## src/rtl/u111_pkg.sv

```systemverilog
// U111 shared definitions: watchdog state encoding,
// default timeout bound and active-low signal levels.
package u111_pkg;

  typedef enum logic [1:0] {
    ST_IDLE    = 2'd0,
    ST_ACTIVE  = 2'd1,
    ST_ERROR   = 2'd2,
    ST_RECOVER = 2'd3
  } wd_state_t;

  localparam int TIMEOUT_CLKS_DEF = 256;

  localparam logic ASSERTED = 1'b0;
  localparam logic NEGATED  = 1'b1;

endpackage

```

## src/rtl/u111_timeout_log.sv

```systemverilog
// U111 timeout log: address/direction of the last
// timed-out cycle plus a saturating timeout count.
module u111_timeout_log #(
  parameter int ERR_CNT_W = 8
) (
  input  logic                 clk,
  input  logic                 rst,
  input  logic                 capture,
  input  logic [1:0]           addr,
  input  logic                 rnw,
  output logic [1:0]           err_addr,
  output logic                 err_rnw,
  output logic [ERR_CNT_W-1:0] err_cnt
);

  always_ff @(posedge clk) begin
    if (rst) begin
      err_addr <= '0;
      err_rnw  <= 1'b0;
      err_cnt  <= '0;
    end else if (capture) begin
      err_addr <= addr;
      err_rnw  <= rnw;
      if (err_cnt != '1)
        err_cnt <= err_cnt + ERR_CNT_W'(1);
    end
  end

endmodule

```

## src/rtl/u111_bus_timeout.sv

```systemverilog
// U111 bus-cycle watchdog: forces a one-clock TEA when a
// transfer is not acknowledged in time. Log: U111_TIMEOUT_LOG_EN.
module u111_bus_timeout
  import u111_pkg::*;
#(
  parameter int TIMEOUT_CLKS = TIMEOUT_CLKS_DEF,
  parameter int CNT_W        = 9,
  parameter int ERR_CNT_W    = 8
) (
  input  logic                 CLK40,
  input  logic                 RESET,
  input  logic                 TSn,
  input  logic                 TACKn,
  input  logic                 RnW,
  input  logic [1:0]           A_AMIGA,
  input  logic                 BGn,
  output logic                 TEA_REQn,
  output logic                 BUSY,
  output logic                 OVERLAP,
  output logic [1:0]           ERR_ADDR,
  output logic                 ERR_RNW,
  output logic [ERR_CNT_W-1:0] ERR_CNT
);

  localparam logic [CNT_W-1:0] TERM =
    CNT_W'(TIMEOUT_CLKS - 1);

  wd_state_t        state_q, state_d;
  logic [CNT_W-1:0] cnt_q, cnt_d;
  logic             ovl_q, ovl_d;
  logic             tea_q, tea_d;
  logic             take;
  logic             capture;

  always_ff @(posedge CLK40) begin
    if (RESET) begin
      state_q <= ST_IDLE;
      cnt_q   <= '0;
      ovl_q   <= 1'b0;
      tea_q   <= NEGATED;
    end else begin
      state_q <= state_d;
      cnt_q   <= cnt_d;
      ovl_q   <= ovl_d;
      tea_q   <= tea_d;
    end
  end

  // Ack and bus loss take priority over a restart,
  // which in turn beats the terminal count.
  always_comb begin
    state_d = state_q;
    cnt_d   = cnt_q;
    ovl_d   = ovl_q;
    take    = 1'b0;
    unique case (state_q)
      ST_IDLE: begin
        if (TSn == ASSERTED && BGn == ASSERTED) begin
          state_d = ST_ACTIVE;
          cnt_d   = '0;
          take    = 1'b1;
        end
      end
      ST_ACTIVE: begin
        cnt_d = cnt_q + CNT_W'(1);
        if (BGn == NEGATED) begin
          state_d = ST_IDLE;
        end else if (TACKn == ASSERTED) begin
          state_d = ST_IDLE;
        end else if (TSn == ASSERTED) begin
          cnt_d = '0;
          ovl_d = 1'b1;
          take  = 1'b1;
        end else if (cnt_q == TERM) begin
          state_d = ST_ERROR;
        end
      end
      ST_ERROR: begin
        state_d = ST_RECOVER;
      end
      ST_RECOVER: begin
        if (TACKn == NEGATED && TSn == NEGATED)
          state_d = ST_IDLE;
      end
      default: begin
        state_d = ST_IDLE;
      end
    endcase
  end

  always_comb begin
    tea_d   = (state_q == ST_ERROR) ? ASSERTED : NEGATED;
    capture = (state_q == ST_ACTIVE) &&
              (state_d == ST_ERROR);
  end

  assign TEA_REQn = tea_q;
  assign BUSY     = (state_q != ST_IDLE);
  assign OVERLAP  = ovl_q;

`ifdef U111_TIMEOUT_LOG_EN
  logic [1:0] addr_q;
  logic       rnw_q;

  always_ff @(posedge CLK40) begin
    if (RESET) begin
      addr_q <= '0;
      rnw_q  <= 1'b0;
    end else if (take) begin
      addr_q <= A_AMIGA;
      rnw_q  <= RnW;
    end
  end

  u111_timeout_log #(
    .ERR_CNT_W (ERR_CNT_W)
  ) u_log (
    .clk      (CLK40),
    .rst      (RESET),
    .capture  (capture),
    .addr     (addr_q),
    .rnw      (rnw_q),
    .err_addr (ERR_ADDR),
    .err_rnw  (ERR_RNW),
    .err_cnt  (ERR_CNT)
  );
`else
  logic unused_log;
  assign unused_log = ^{RnW, A_AMIGA, take, capture};
  assign ERR_ADDR   = '0;
  assign ERR_RNW    = 1'b0;
  assign ERR_CNT    = '0;
`endif

endmodule

```

## config.mk

```make
export PLATFORM = sky130hd
export DESIGN_NAME = u111_bus_timeout
export DESIGN_NICKNAME = d
export VERILOG_FILES = /design/src/rtl/u111_pkg.sv /design/src/rtl/u111_timeout_log.sv /design/src/rtl/u111_bus_timeout.sv
export SDC_FILE = /design/constraint.sdc
export NUM_CORES = 1
export LEC_CHECK = 0
export CAP_MARGIN = 30
export CORE_MARGIN = 5
export CORE_UTILIZATION = 30
export DETAILED_ROUTE_END_ITERATION = 8
export PLACE_DENSITY = 0.53
export SKIP_CTS_REPAIR_TIMING = 1
export SYNTH_ARGS = -nofsm -noshare
export SYNTH_HDL_FRONTEND = slang
export SYNTH_HIERARCHICAL = 1
export SYNTH_SLANG_ARGS = --single-unit
```

## constraint.sdc

```tcl
create_clock -name CLK40 -period 1.65 [get_ports CLK40]
set_input_delay 0.2475 -clock CLK40 [delete_from_list [all_inputs] [get_ports CLK40]]
set_output_delay 0.2475 -clock CLK40 [all_outputs]
set_load 0.03 [all_outputs]
```

==> run summary <==
status = completed
Cell Area, Synth = 724 µm²
Area growth, synth to finish = 33.0%
vias per inst = 4.69
Slowest-stage cell, CP = dfxtp_2
max incr delay on CP = 0.34 ns
critical path class = reg2reg
fin area = 963 µm²
clock period minus final worst setup slack = 1.58 ns
Placed Cells = 139
final worst-path cycle share = 96.0%
post-synth cell types = 28
CTS max path bufs = 2
final RePlAce weighted congestion = 0.817
total I/O pin count = 22
post-DP HPWL = 1180 µm
Post-DP Area = 888 µm²
global-route wire length before repair = 2530 µm
FMAX = 0.631 GHz
IO buf count = 7
worst min path class = reg2reg
power density of the placed cells = 638 mW/mm²
final wirelength = 1510 µm
pre-CTS WS = -0.126 ns
number of synthesized flops with an enable pin = 0
commonest cells after routing, fill and taps aside = buf_4, conb_1, dfxtp_1, nor2_1
row cnt = 17
Final Setup Violations = 0
Inserted Diodes = 0
Syn Inst Count = 91
ys async rst share = 0%
die height = 59.1 µm
pin count of the biggest net entering global routing = 10
worst skew pair latency = 0.27 ns
most common cell after layout, fill and taps aside = buf_4
layout cells sized above 1 = 26.1%
Synth Warn # = 6
drt initial violations = 18
RSZ-0062 raised after global routing = no
Nets = 126
Primary FF master, synth = dfxtp_1
width of the chip = 59.1 µm
Synth Register Bits = 13
TritonRoute pass-1 iters = 4
Worst Path Required = 1.82 ns
Pwr Total = 614 µW
Slew Viols, Final = 0
Mapped Avg Cell Area = 7.96 µm²
CTS tree = built
critical-path cell list = ha_4 > and3_4 > and3_4 > and3_4 > ha_4 > inv_1 > a22oi_2 > nor2_1
Die ar. = 0.00350 mm²
H-tree levels = 1
Residual DRC = 0
most frequent CP cell = and3_4
fin cells = 143
Initial Util = 32.1%
Hold WS = 0.478 ns
worst path arrival time = 1.75 ns
core area = 0.00225 mm²
Startpoint Class = flip-flop
Worst Skew = 0.00302 ns
drt wl/cell = 10.6 µm
crit-path max FO = 3
number of global-route vias before repair = 605
GRT overflow = 0
TritonCTS Buffers = 3
antenna violations before repair = 0
clock root buffer master = clkbuf_4
MaxCap Viol Count = 0
ANT nets after route = 0
Final Util = 42.7%
sequential share of the synthesized area = 35.9%
vias = 670
Worst-path clk slew = 0.08 ns
VDD IR-drop max = 0.000494 V
gr usage total = 9.29%
CP endpoint kind = flip-flop
TNS Setup = 0 ns
leak pwr = 0.419 nW
CTS sink cnt = 13
final worst setup slack = 0.0659 ns
Final Hold Vio Count = 0
critical path, delay by kind of cell (launching register included):
kind	cells	cell delay, ns
AND/OR/NAND/NOR	4	0.59
adder cells (fa/ha/maj)	2	0.41
flip-flops	1	0.34
AO/OA/AOI/OAI	1	0.10
buffers and inverters	1	0.04
logic make-up after synthesis:
family / count (synthesis) / share of synthesized area [%]
AO/OA/AOI/OAI: 19 / 15.0
adder cells (fa/ha/maj): 2 / 3.45
buffers and inverters: 18 / 16.1
flip-flops: 13 / 35.9
multiplexers: 1 / 1.38
other: 1 / 0.518
AND/OR/NAND/NOR: 37 / 27.6
registers in the layout, indices dropped and copies added, names as in the netlist, named ones only:
| name | count |
|---|---|
| cnt_q | 9 |
| OVERLAP | 1 |
| TEA_REQn | 1 |
| state_q | 1 |
area by class of cell:
class / instances / area, µm²
fill: 256 / 1290
multi-input combinational: 70 / 430
sequential: 13 / 264
timing repair buffer: 22 / 185
tap: 28 / 35.0
clock buffer: 4 / 26.3
inverter: 6 / 22.5
report_power, final:
| part | switching (mW) | internal [mW] |
|---|---|---|
| registers | 0.00386 | 0.317 |
| logic | 0.0652 | 0.0366 |
| clock network | 0.0981 | 0.0936 |
Yosys cell counts (all sizes together) (2+ instances only):
cell	n	share of area (%)
a21oi	6	4.1
a22oi	2	2.1
a31oi	3	2.6
and3	4	3.6
buf	12	13
dfxtp	13	36
ha	2	3.5
inv	6	3.1
nand2	6	3.1
nand3	3	2.1
nor2	9	4.7
nor2b	3	2.6
nor3	2	1.4
nor3b	2	2.1
o21ai	6	4.1
or3	3	2.8
final timing paths:
check                                           start                     to  slack, ns  cells past startpoint
worst min-delay path             OVERLAP$_SDFFE_PP0P_   OVERLAP$_SDFFE_PP0P_       0.48                      2
worst min register to register   OVERLAP$_SDFFE_PP0P_   OVERLAP$_SDFFE_PP0P_       0.48                      2
worst max-delay path            cnt_q[1]$_SDFFE_PP0P_  cnt_q[8]$_SDFFE_PP0P_       0.07                      8
worst max register to register  cnt_q[1]$_SDFFE_PP0P_  cnt_q[8]$_SDFFE_PP0P_       0.07                      8
routing by layer:
| layer | share of wire (%) | global-route usage, % | vias to the layer above |
|---|---|---|---|
| li1 | - | - | 341 |
| met1 | 48 | 11.5 | 321 |
| met2 | 48 | 15.5 | 8 |
| met3 | 4.3 | 3.92 | 0 |
| met4 | 0 | 0.971 | 0 |
| met5 | 0 | 0 | - |
(Power assumes the default switching activity.)
